## config.mk

```make
export PLATFORM = sky130hd
export DESIGN_NAME = pec_ctrl_seq
export DESIGN_NICKNAME = d
export VERILOG_FILES = /design/src/rtl/pec_ctrl_seq.sv
export SDC_FILE = /design/constraint.sdc
export NUM_CORES = 1
export LEC_CHECK = 0
export ABC_AREA = 0
export BUFFER_PORTS_ARGS = -buffer_cell sky130_fd_sc_hd__buf_2
export CORE_AREA = 2 2 403 405
export DETAILED_ROUTE_END_ITERATION = 12
export DIE_AREA = 0 0 405 407
export SYNTH_ARGS = -nofsm -noshare
export SYNTH_HDL_FRONTEND = slang
export SYNTH_SLANG_ARGS = --single-unit
```

## constraint.sdc

```tcl
create_clock -name clk_i -period 5.9 [get_ports clk_i]
set_input_delay 1.77 -clock clk_i [delete_from_list [all_inputs] [get_ports clk_i]]
set_output_delay 1.77 -clock clk_i [all_outputs]
set_load 0.01 [all_outputs]
```

## src/rtl/pec_ctrl_seq.sv

```systemverilog
// pec_ctrl_seq: sequencer for the PEC in-memory-compute segment.
// Runs four commands (clear, weight programming, bias load, compute). It
// handshakes with the source and sink streamers and drives the word-line,
// bit-line, write-column and bit-serial input selects.
module pec_ctrl_seq #(
  parameter int N_FILT   = 16,
  parameter int N_PIX    = 9,
  parameter int IN_BITS  = 4,
  parameter int BL_GROUP = 4,
  parameter int SEG_ROW  = 16,
  parameter int SEG_COL  = 8,
  parameter int N_WCOL   = 16
) (
  input  logic                              clk_i,
  input  logic                              rst_ni,
  input  logic                              start_i,
  input  logic [1:0]                        op_i,
  input  logic [$clog2(SEG_ROW)-1:0]        wl_idx_i,
  input  logic [$clog2(SEG_COL)-1:0]        bl_base_i,
  input  logic [$clog2(N_WCOL)-1:0]         wcol_base_i,
  input  logic [$clog2(IN_BITS):0]          in_bits_i,
  input  logic [N_FILT*N_PIX*IN_BITS-1:0]   in_bit_buff_i,
  output logic                              src_req_o,
  input  logic                              src_valid_i,
  input  logic                              src_more_i,
  output logic                              snk_valid_o,
  input  logic                              snk_ready_i,
  output logic [3:0]                        state_o,
  output logic                              busy_o,
  output logic                              done_o,
  output logic                              err_o,
  output logic                              trigger_acc_o,
  output logic                              clear_acc_o,
  output logic [N_FILT*N_PIX-1:0]           in_bit_o,
  output logic [SEG_ROW-1:0]                wl_o,
  output logic [SEG_COL-1:0]                bl_o,
  output logic [N_FILT*N_WCOL-1:0]          write_col_sels_o,
  output logic [$clog2(N_WCOL):0]           ft_cnt_o
);

  localparam int WL_W  = $clog2(SEG_ROW);
  localparam int BLB_W = $clog2(SEG_COL);
  localparam int WC_W  = $clog2(N_WCOL);
  localparam int INB_W = $clog2(IN_BITS) + 1;
  localparam int FT_W  = $clog2(N_WCOL) + 1;
  localparam int BLC_W = (BL_GROUP > 1) ? $clog2(BL_GROUP) : 1;
  localparam int BIT_W = (IN_BITS > 1) ? $clog2(IN_BITS) : 1;

  typedef enum logic [3:0] {
    S_IDLE     = 4'd0,
    S_CLEAR    = 4'd1,
    S_FETCH_W  = 4'd2,
    S_PROG     = 4'd3,
    S_FETCH_B  = 4'd4,
    S_FETCH_IN = 4'd5,
    S_COMPUTE  = 4'd6,
    S_STORE    = 4'd7
  } state_t;

  typedef enum logic [1:0] {
    OP_CLEAR      = 2'd0,
    OP_LD_WEIGHTS = 2'd1,
    OP_LD_BIAS    = 2'd2,
    OP_COMPUTE    = 2'd3
  } op_t;

  state_t           state_q;
  logic [BLC_W-1:0] bl_cnt_q;
  logic [BIT_W-1:0] bit_cnt_q;
  logic [FT_W-1:0]  ft_cnt_q;
  logic             more_q;
  logic             err_q;
  logic             done_q;
  logic             clr_cmd_q;   // CLEAR was entered by a command, not by reset
  logic [WL_W-1:0]  wl_idx_q;
  logic [BLB_W-1:0] bl_base_q;
  logic [WC_W-1:0]  wcol_base_q;
  logic [INB_W-1:0] in_bits_q;

  logic             cfg_err;
  logic             wcol_ovf;
  logic             bl_last;
  logic             bit_last;
  logic [BLB_W-1:0] bl_idx;
  logic [WC_W-1:0]  wcol_idx;

  // Command range check on the raw inputs, evaluated when start_i is honoured.
  assign cfg_err = (in_bits_i == '0) || (int'(in_bits_i) > IN_BITS) ||
                   (int'(bl_base_i) + BL_GROUP > SEG_COL) ||
                   (int'(wl_idx_i) >= SEG_ROW);

  // The next chunk would land past the last write column.
  assign wcol_ovf = (int'(wcol_base_q) + int'(ft_cnt_q)) >= N_WCOL;

  assign bl_last  = (bl_cnt_q == BLC_W'(BL_GROUP - 1));
  assign bit_last = (int'(bit_cnt_q) == int'(in_bits_q) - 1);
  assign bl_idx   = bl_base_q + BLB_W'(bl_cnt_q);
  assign wcol_idx = wcol_base_q + ft_cnt_q[WC_W-1:0];

  // Main sequencer: state, counters, shadow config and status flags.
  // NOTE: all state is updated with non-blocking assignments so every
  // register samples the pre-edge values, independent of statement order.
  always_ff @(posedge clk_i or negedge rst_ni) begin
    if (!rst_ni) begin
      state_q     <= S_CLEAR;
      bl_cnt_q    <= '0;
      bit_cnt_q   <= '0;
      ft_cnt_q    <= '0;
      more_q      <= 1'b0;
      err_q       <= 1'b0;
      done_q      <= 1'b0;
      clr_cmd_q   <= 1'b0;
      wl_idx_q    <= '0;
      bl_base_q   <= '0;
      wcol_base_q <= '0;
      in_bits_q   <= '0;
    end else begin
      done_q <= 1'b0;
      unique case (state_q)
        S_IDLE: begin
          if (start_i) begin
            wl_idx_q    <= wl_idx_i;
            bl_base_q   <= bl_base_i;
            wcol_base_q <= wcol_base_i;
            in_bits_q   <= in_bits_i;
            ft_cnt_q    <= '0;
            more_q      <= 1'b0;
            clr_cmd_q   <= (op_t'(op_i) == OP_CLEAR);
            if (cfg_err) begin
              err_q  <= 1'b1;
              done_q <= 1'b1;
            end else begin
              err_q <= 1'b0;
              unique case (op_t'(op_i))
                OP_CLEAR:      state_q <= S_CLEAR;
                OP_LD_WEIGHTS: state_q <= S_FETCH_W;
                OP_LD_BIAS:    state_q <= S_FETCH_B;
                OP_COMPUTE:    state_q <= S_FETCH_IN;
                default:       state_q <= S_IDLE;
              endcase
            end
          end
        end
        S_CLEAR: begin
          state_q   <= S_IDLE;
          done_q    <= clr_cmd_q;
          clr_cmd_q <= 1'b0;
        end
        S_FETCH_W: begin
          if (src_valid_i) begin
            more_q <= src_more_i;
            if (wcol_ovf) begin
              err_q   <= 1'b1;
              done_q  <= 1'b1;
              state_q <= S_IDLE;
            end else begin
              state_q <= S_PROG;
            end
          end
        end
        S_FETCH_B: begin
          if (src_valid_i) begin
            more_q  <= src_more_i;
            done_q  <= 1'b1;
            state_q <= S_IDLE;
          end
        end
        S_FETCH_IN: begin
          if (src_valid_i) begin
            more_q  <= src_more_i;
            state_q <= S_COMPUTE;
          end
        end
        S_PROG: begin
          if (bl_last) begin
            bl_cnt_q  <= '0;
            bit_cnt_q <= '0;
            ft_cnt_q  <= ft_cnt_q + 1'b1;
            done_q    <= !more_q;
            state_q   <= more_q ? S_FETCH_W : S_IDLE;
          end else begin
            bl_cnt_q  <= bl_cnt_q + 1'b1;
            bit_cnt_q <= bit_cnt_q + 1'b1;
          end
        end
        S_COMPUTE: begin
          if (bl_last) begin
            bl_cnt_q <= '0;
            if (bit_last) begin
              bit_cnt_q <= '0;
              state_q   <= S_STORE;
            end else begin
              bit_cnt_q <= bit_cnt_q + 1'b1;
            end
          end else begin
            bl_cnt_q <= bl_cnt_q + 1'b1;
          end
        end
        S_STORE: begin
          if (snk_ready_i) begin
            done_q  <= !more_q;
            state_q <= more_q ? S_FETCH_IN : S_IDLE;
          end
        end
        default: state_q <= S_IDLE;
      endcase
    end
  end

  // Handshake and status outputs decoded straight from the state register.
  assign state_o       = state_q;
  assign busy_o        = (state_q != S_IDLE);
  assign done_o        = done_q;
  assign err_o         = err_q;
  assign ft_cnt_o      = ft_cnt_q;
  assign src_req_o     = (state_q == S_FETCH_W) || (state_q == S_FETCH_B) ||
                         (state_q == S_FETCH_IN);
  assign snk_valid_o   = (state_q == S_STORE);
  assign trigger_acc_o = (state_q == S_COMPUTE);
  assign clear_acc_o   = (state_q == S_CLEAR);

  // Array selects: lines are driven only while the array is being accessed.
  // NOTE: every output gets a default first so no path leaves it unassigned,
  // which would otherwise infer a latch.
  always_comb begin
    wl_o             = '0;
    bl_o             = '0;
    write_col_sels_o = '0;
    if (state_q == S_PROG || state_q == S_COMPUTE) begin
      wl_o = SEG_ROW'(1) << wl_idx_q;
      bl_o = SEG_COL'(1) << bl_idx;
    end
    if (state_q == S_PROG) begin
      write_col_sels_o = {N_FILT{N_WCOL'(1) << wcol_idx}};
    end
  end

  // Bit-serial input slice: bit bit_cnt of every [filter][pixel] entry.
  for (genvar i = 0; i < N_FILT * N_PIX; i++) begin : g_in_bit
    logic [IN_BITS-1:0] bits;
    assign bits        = in_bit_buff_i[i*IN_BITS +: IN_BITS];
    assign in_bit_o[i] = bits[bit_cnt_q];
  end

endmodule

```

# Yosys cells after proc, flatten, opt, wreduce, memory -nomap -nowiden
# Index checks and enable logic that the tools add are counted.
[word_totals]
regBits = 31
latchBits = 0
mem_bits_rw = 0
rom_bits = 0
in_bits = 598
out_inout_bits = 440
word_cells = 404
mem_count = 0
[op_classes]
n_addsub = 8
multipliers = 0
div = 0
order_cmp = 4
eq_ne = 23
shifts = 3
mux = 330
n_bitwise = 0
n_reduce_logical = 24
[ops]
columns = ["operator", "n"]
rows = [
  ["$bmux W1 S2", 144],
  ["$mux W256", 1],
  ["$mux W1", 157],
  ["$mux W4", 9],
  ["$shl A1 B4 Y16 const A", 2],
  ["$pmux W4 S7", 1],
  ["$eq A4 B3 Y1 const B", 4],
  ["$mux W16", 1],
  ["$pmux W4 S4", 1],
  ["$ne A2 B2 Y1 const B", 7],
  ["$mux W2", 6],
  ["$mux W5", 2],
  ["$pmux W5 S2", 1],
  ["$reduce_bool A2 Y1", 5],
  ["$reduce_and A9 Y1", 1],
  ["$eq A4 B2 Y1 const B", 2],
  ["$mux W8", 1],
  ["$ne A2 B1 Y1 const B", 4],
  ["$shl A1 B3 Y8 const A", 1],
  ["$add A4 B5 Y6", 1],
  ["$eq A2 B2 Y1 const B", 3],
  ["$ge A6 B5 Y1 const B", 1],
  ["$pmux W1 S2", 3],
  ["$pmux W1 S6", 1],
  ["25 further kinds", 33],
]

# Logic depth before layout (Yosys ltp)
# Gate-level depths: netlist of the first run.
[logic_depth]
depth_word = 6
ltp_mapped = 8
ltp_nobuf = 8

# Worst setup path after synthesis of the first run
# No wires, ideal clock.
[synth_path]
path_kind = "register to output"
start = "reg ft_cnt_q[0], in the netlist ft_cnt_o[0]"
end = "out write_col_sels_o[106]"
arrival_ns = 2.740
required_ns = 4.130
path_slack_ns = 1.390
stages_incl_launch_ff = 9
n_path_buf = 1
path_cell_list = "dfrtp_1 -> ha_1 -> inv_1 -> fa_1 -> xor2_1 -> and2_1 -> nand2_1 -> nor3_1 -> buf_4"
[synth_via]
elab_chain_cells = 3
[synth_lines]
columns = ["element", "line", "text"]
rows = [
  ["from (decl)", "70", "logic [FT_W-1:0] ft_cnt_q;"],
  ["from (signal assigned)", "178", "ft_cnt_q <= ft_cnt_q + 1'b1;"],
  ["$add A4 B4 Y4", "98", "assign wcol_idx = wcol_base_q + ft_cnt_q[WC_W-1:0];"],
  ["$shl A1 B4 Y16", "234", "write_col_sels_o = {N_FILT{N_WCOL'(1) << wcol_idx}};"],
  ["$mux W256", "233", "if (state_q == S_PROG) begin"],
  ["to (decl)", "37", "output logic [N_FILT*N_WCOL-1:0] write_col_sels_o,"],
]
# No other way between the ends.

# Final worst setup path of the first run
[layout_path]
start = "reg ft_cnt_q[0], in the netlist ft_cnt_o[0]"
end = "out write_col_sels_o[36]"
# Same word-level chain as after synthesis.

==> impl_metrics.csv, run 1 <==
group,metric,value,unit
timing,setup_viol,0,
setup_path,start_kind,"flip-flop",
min_path,holdPathStages,2,
cts,cts_buffer_depth,2,
setup_path,cp_num_cells,6,
logic_synthesis,syn_nets,1322,
cts,cts_root_buf,"clkbuf_16",
cts,clock_latency,0.34,ns
finish,finalNonFillerCells,3694,
finish,fillers,18730,
grt,grt_usage,8.743,%
setup_path,crit_buf_inv,2,
setup_path,arrival,3.04,ns
route,via_per_inst,2.635,
finish,multi_input_area,4652,um^2
cts,cts_htree_levels,2,
die,start_util,4.676,%
grt,antenna_found_initial,48,
setup_path,ff2ff_path_depth,8,
setup_path,cp-end-kind,"output pin",
logic_synthesis,synth.avg_cell_area,10.55,um^2
cts,cts_setup_buffers,0,
timing,hold_violations,0,
timing,fin_crit_sh,81.59,%
setup_path,crit_fanout,16,
finish,regArea,759.5,um^2
setup_path,slowest_stage,"nor2_2",
logic_synthesis,synth_common_cells,"buf_4, mux4_2, nand2_1, nor2_1, dfrtp_1",
logic_synthesis,ys_top_cells_by_area,"mux4_2, buf_4, dfrtp_1",
die,pin_count,1038,
logic_synthesis,ys_types,59,
cts,cts_sinks,30,
power,irDropWorstVdd,0.0002044,V
finish,nets,2120,
logic_synthesis,ys.flop_type,"dfrtp_1",
grt,grt_pass1_vias,8898,
placement,dp.cells,3661,
timing,fin_setup_tns,0,ns
setup_path,required,4.13,ns
placement,port_buffers,1036,
power,p_leak,6.862,nW
route,num_vias,9735,
finish,fin_area,13900,um^2
cts,cts_buffers,5,
logic_synthesis,synth-async-reset-ratio,100.0,%
die,fp.coreArea,160200,um^2
power,powerDensity,350.2,nW/um^2
cts,cts-resized-gates,0,
route,drtIter0Drc,618,
logic_synthesis,yosys.area.top_type_share,43.29,%
timing,slew_headroom,31.31,%
route,drtPass1Iterations,5,
die,die_w,405,um
logic_synthesis,synth_seq_cells,30,
cts,cts_tree,"yes",
setup_path,criticalPathCategory,"reg -> out",
route,wl_per_cell,21.33,um
logic_synthesis,yosysWarnings,0,
logic_synthesis,yosysTopAreaCell,"mux4_2",
route,ant_nets,0,
die,fp.dieArea,164800,um^2
cts,clk_pin_slew_worst_paths,0.07,ns
job,maxCapViolCount,0,
placement,placedInstanceArea,13680,um^2
die,row_count,147,
logic_synthesis,synth_area,7491,um^2
run_status,status,"complete, no violations",
placement,place_congestion,1.052,
logic_synthesis,yosysSeqAreaShare,10.04,%
finish,fin_util,8.676,%
timing,slew_violations,0,
cts,cts_hold_buffers,0,
placement,hpwlAfterDp,71090,um
timing,skew,0.02274,ns
setup_path,critPathMaxStageDelay,0.82,ns
timing,tightest_slew,1.030,ns
finish,drive_above_1_share,82.97,%
logic_synthesis,synth_most_common_cell,"buf_4",
timing,whs,0.4859,ns
timing,clock.fmax,0.2077,GHz
route,drc,0,
setup_path,cpLargestDelayFamily,"simple AND/OR/NAND/NOR gates",
min_path,hp-class,"reg -> reg",
logic_synthesis,synthCells,710,
grt,grt_pass1_wl,92250,um
grt,grt_max_degree,53,
timing,finalCriticalPeriod,4.814,ns
timing,grt_setup_unrepaired,"false",
logic_synthesis,synth_edf_count,0,
finish,syn2layout_area_growth,85.53,%
die,die_y,407,um
grt,gr-total-overflow,0,
route,routed_wl,78800,um
setup_path,cp_cell_sequence,"ha_1 > inv_1 > fa_1 > nand2b_1 > nor2_2 > buf_2",
power by group:
group / switching, mW / internal [mW] / total (mW)
Combinational: 2.41 / 1.59 / 4.00
Clock: 0.161 / 0.169 / 0.330
Sequential: 0.253 / 0.286 / 0.539
worst register-to-register path, cell delays in order (launching register included):
cell      delay, ns
dfrtp_1        0.44
ha_1           0.20
inv_1          0.05
fa_1           0.40
nand2b_1       0.20
nor4_2         0.25
o21ai_0        0.20
and3_1         0.19
o31ai_1        0.24
sequential cells by signal (all words and copies together) (netlist names):
name / flops
ft_cnt_o: 5
wcol_base_q: 4
wl_idx_q: 4
bl_base_q: 3
in_bits_q: 3
state_o: 3
bit_cnt_q: 2
bl_cnt_q: 2
clr_cmd_q: 1
done_o: 1
err_o: 1
more_q: 1
final timing paths:
check / start / to / slack [ns]
setup reg to reg: ft_cnt_o[0] / state_o[0] / 3.65
max in group asynchronous: rst_ni / bl_cnt_q[1] / 3.93
hold reg to reg: bl_base_q[0] / bl_base_q[0] / 0.49
hold / removal: bl_base_q[0] / bl_base_q[0] / 0.49
setup / recovery: ft_cnt_o[0] / write_col_sels_o[36] / 1.09
min in group asynchronous: rst_ni / in_bits_q[0] / 1.51
area by class of cell:
class / count / share of cell area (%)
Timing Repair Buffer: 1077 / 39.70
Multi-Input combinational cell: 380 / 33.47
Tap cell: 2160 / 19.45
Sequential cell: 30 / 5.465
Clock buffer: 6 / 0.9993
Antenna cell: 25 / 0.4501
Inverter: 14 / 0.3781
Clock inverter: 2 / 0.09003
cells in the final DEF (no fill, tap or decap), drive strengths merged, types with 2 or more instances in the layout:
master / instances
o21ai: 15
nor4: 3
o22a: 2
a31oi: 2
diode: 25
fa: 2
nor3: 18
or3: 2
xnor2: 3
o31ai: 3
nand2b: 8
dfrtp: 29
ha: 12
nor2: 39
a21o: 3
a21oi: 8
buf: 1077
a211oi: 2
mux4: 144
nand3: 5
clkbuf: 6
a22oi: 2
inv: 14
and3: 2
nand4: 2
xor2: 9
and2: 4
nand2: 71
per-layer routing:
metal / GRT usage (%) / wire, um / vias up
met4: 3.902 / 3966 / 28
met1: 9.496 / 28050 / 4763
met2: 14.51 / 37190 / 792
met5: 0 / 182 / -
met3: 4.027 / 9417 / 124
li1: - / - / 4028
cell families (layout without fill, tap and decap cells):
family / count (synthesis) / count (layout) / share of synthesized area [%]
flip-flops: 30 / 30 / 10.04
buffers and inverters: 300 / 1099 / 28.21
multiplexers: 145 / 145 / 43.43
XOR/XNOR: 12 / 12 / 1.403
adder cells (fa/ha/maj): 14 / 14 / 2.539
AND/OR/NAND/NOR: 159 / 159 / 9.705
other: 1 / 26 / 0.05006
AO/OA/AOI/OAI: 49 / 49 / 4.627
through the flow:
step / worst slack (ns) / total power [mW]
2_1_floorplan: 1.390 / 2.476
3_3_place_gp: 1.361 / 4.726
3_5_place_dp: 1.367 / 4.747
4_1_cts: 1.058 / 5.121
5_1_grt: 0.9032 / 5.270
6_report: 1.086 / 4.867
Power figures use the tool's default switching activity.
==> inputs of run 2 (changes only) <==
--- a/config.mk
+++ b/config.mk
@@ -7,9 +7,9 @@
 export LEC_CHECK = 0
 export ABC_AREA = 0
 export BUFFER_PORTS_ARGS = -buffer_cell sky130_fd_sc_hd__buf_2
-export CORE_AREA = 2 2 403 405
+export CORE_AREA = 2 2 405 407
 export DETAILED_ROUTE_END_ITERATION = 12
-export DIE_AREA = 0 0 405 407
+export DIE_AREA = 0 0 407 409
 export SYNTH_ARGS = -nofsm -noshare
 export SYNTH_HDL_FRONTEND = slang
 export SYNTH_SLANG_ARGS = --single-unit
==> constraint.sdc (replaced) <==
create_clock -name clk_i -period 4.4 [get_ports clk_i]
set_input_delay 1.32 -clock clk_i [delete_from_list [all_inputs] [get_ports clk_i]]
set_output_delay 1.32 -clock clk_i [all_outputs]
set_load 0.01 [all_outputs]
==> run 2 against run 1 <==
  * Clock skew is 0.015 ns lower
  * Final cell count is 0.27% lower
  * Critical path type unchanged
  * Global-route usage is 0.27 points higher
  * Routed wire length is 3.5% higher
  * Register-to-register slack worse by 1.5 ns
  * Final area is 0.47% lower
  * Largest power group unchanged
  * Via count is 2.6% lower
  * Sequential share of layout area hardly changed
==> impl_metrics.csv, run 2 (synthesis gave the netlist of run 1 again) <==
group,metric,value,unit
finish,largest_reg_flops,5,
setup_path,criticalPathCategory,"reg -> out",
timing,clock.fmax,0.2494,GHz
cts,clock_latency,0.29,ns
placement,hpwlAfterDp,74290,um
cts,cts_root_buf,"clkbuf_16",
cts,cts_buffers,5,
grt,gr-total-overflow,0,
finish,nets,2111,
setup_path,arrival,2.69,ns
power,irDropWorstVdd,0.0002323,V
route,ant_nets,0,
setup_path,required,3.08,ns
timing,skew,0.007404,ns
cts,cts_hold_buffers,0,
route,routed_wl,81520,um
die,die_y,409,um
setup_path,crit_fanout,5,
timing,grt_setup_unrepaired,"false",
die,die_w,407,um
timing,slew_violations,0,
min_path,holdPathStages,2,
power,powerDensity,473.2,nW/um^2
cts,cts_tree,"yes",
route,drc,0,
finish,regArea,759.5,um^2
setup_path,r2r_slack,2.14,ns
placement,placedInstanceArea,13660,um^2
power,p_sw,3.832,mW
power,p_comb_share,84.0,%
placement,port_buffers,1036,
setup_path,r2r-start,"state_o[1]",
grt,grt_usage,9.014,%
cts,cts_setup_buffers,0,
finish,syn2layout_area_growth,84.67,%
timing,fin_setup_tns,0,ns
cts,cts_htree_levels,2,
setup_path,cp-end-kind,"output pin",
setup_path,rr_endpoint,"bl_base_q[0]",
finish,fillers,18930,
power,p_leak,6.833,nW
setup_path,ff2ff_path_depth,4,
grt,grt_pass1_vias,8851,
timing,finalCriticalPeriod,4.009,ns
power,power_frac_clock,5.6,%
die,pin_count,1038,
timing,slew_headroom,35.01,%
die,fp.dieArea,166500,um^2
power,power,6.545,mW
route,via_per_inst,2.575,
timing,setup_viol,0,
grt,antenna_found_initial,38,
power,swShare,58.55,%
finish,final_common_cell,"buf_2",
finish,multi_input_area,4651,um^2
power,intPower,2.713,mW
setup_path,start_kind,"flip-flop",
power,pwr-share-seq,10.4,%
route,drtPass1Iterations,4,
finish,drive_above_1_share,82.87,%
grt,grt_max_degree,66,
min_path,min_from,"wcol_base_q[0]",
cts,clk_pin_slew_worst_paths,0.06,ns
route,drtIter0Drc,527,
route,num_vias,9485,
finish,mostFrequentLayoutCells,"buf_2, mux4_2, nand2_1",
timing,fin_crit_sh,91.11,%
run_status,status,"complete, no violations",
die,start_util,4.623,%
die,fp.coreArea,162000,um^2
job,maxCapViolCount,0,
grt,grt_pass1_wl,96320,um
min_path,worstHoldEndpoint,"wcol_base_q[0]",
cts,cts-resized-gates,0,
finish,fin_area,13830,um^2
min_path,hp-class,"reg -> reg",
cts,cts_buffer_depth,2,
timing,tightest_slew,0.9749,ns
cts,cts_sinks,30,
timing,hold_violations,0,
route,wl_per_cell,22.13,um
die,row_count,148,
placement,place_congestion,0.9498,
[run 2: cell count changes in the layout (fill, tap and decap cells not counted), sizes merged]
cell | previous run | this run
buf | 1077 | 1068
diode | 25 | 9
[run 2: final cells by class]
type | instances | share of cell area (%)
Timing Repair Buffer | 1068 | 39.58
Multi-Input combinational cell | 380 | 33.62
Tap cell | 2175 | 19.67
Sequential cell | 30 | 5.490
Clock buffer | 6 | 1.004
Inverter | 14 | 0.3799
Antenna cell | 9 | 0.1628
Clock inverter | 2 | 0.09045
[run 2: how the worst max path moves through the flow]
| stage | from | slack (ns) | cells after the start | endpoint |
|---|---|---|---|---|
| final | bl_cnt_q[0] | 0.39 | 5 | bl_o[7] |
| after global routing | ft_cnt_o[1] | 0.25 | 8 | write_col_sels_o[23] |
| after CTS | ft_cnt_o[0] | 0.36 | 7 | write_col_sels_o[55] |
| after detailed placement | ft_cnt_o[0] | 0.69 | 7 | write_col_sels_o[55] |
| after global placement | ft_cnt_o[0] | 0.71 | 7 | write_col_sels_o[23] |
| after floorplan | ft_cnt_o[0] | 0.34 | 8 | write_col_sels_o[106] |
[run 2: worst max-delay path, stage by stage (launching register included)]
cell and delay [ns]:
dfrtp_1 0.41, ha_1 0.23, fa_1 0.86, nand2_1 0.24, nor2_1 0.42, buf_2 0.22
[run 2: routing by layer]
metal | routed length, um | vias up | global-route usage [%]
met2 | 40940 | 696 | 16.34
met4 | 3292 | 6 | 3.033
li1 | - | 3986 | -
met1 | 30780 | 4698 | 10.27
met5 | 37 | - | 0
met3 | 6474 | 99 | 2.046
[run 2: power by group through the flow]
stage	sequential (mW)	combinational [mW]	clock [mW]
final	0.678	5.50	0.366
after global routing	0.720	5.88	0.385
after CTS	0.706	5.71	0.378
after detailed placement	0.711	5.68	0
after global placement	0.706	5.67	0
after floorplan	0.461	2.86	0
[run 2: through the flow]
step	std cells	hold WS [ns]	worst slack, ns	util, %
finish	3684	0.4991	0.3910	8.537
global route	3679	0.5472	0.2455	8.530
CTS	3675	0.5038	0.3602	8.524
detailed placement	3667	0.4914	0.6930	8.430
global placement	3667	0.4811	0.7086	8.430
floorplan	710	0.4497	0.3395	-
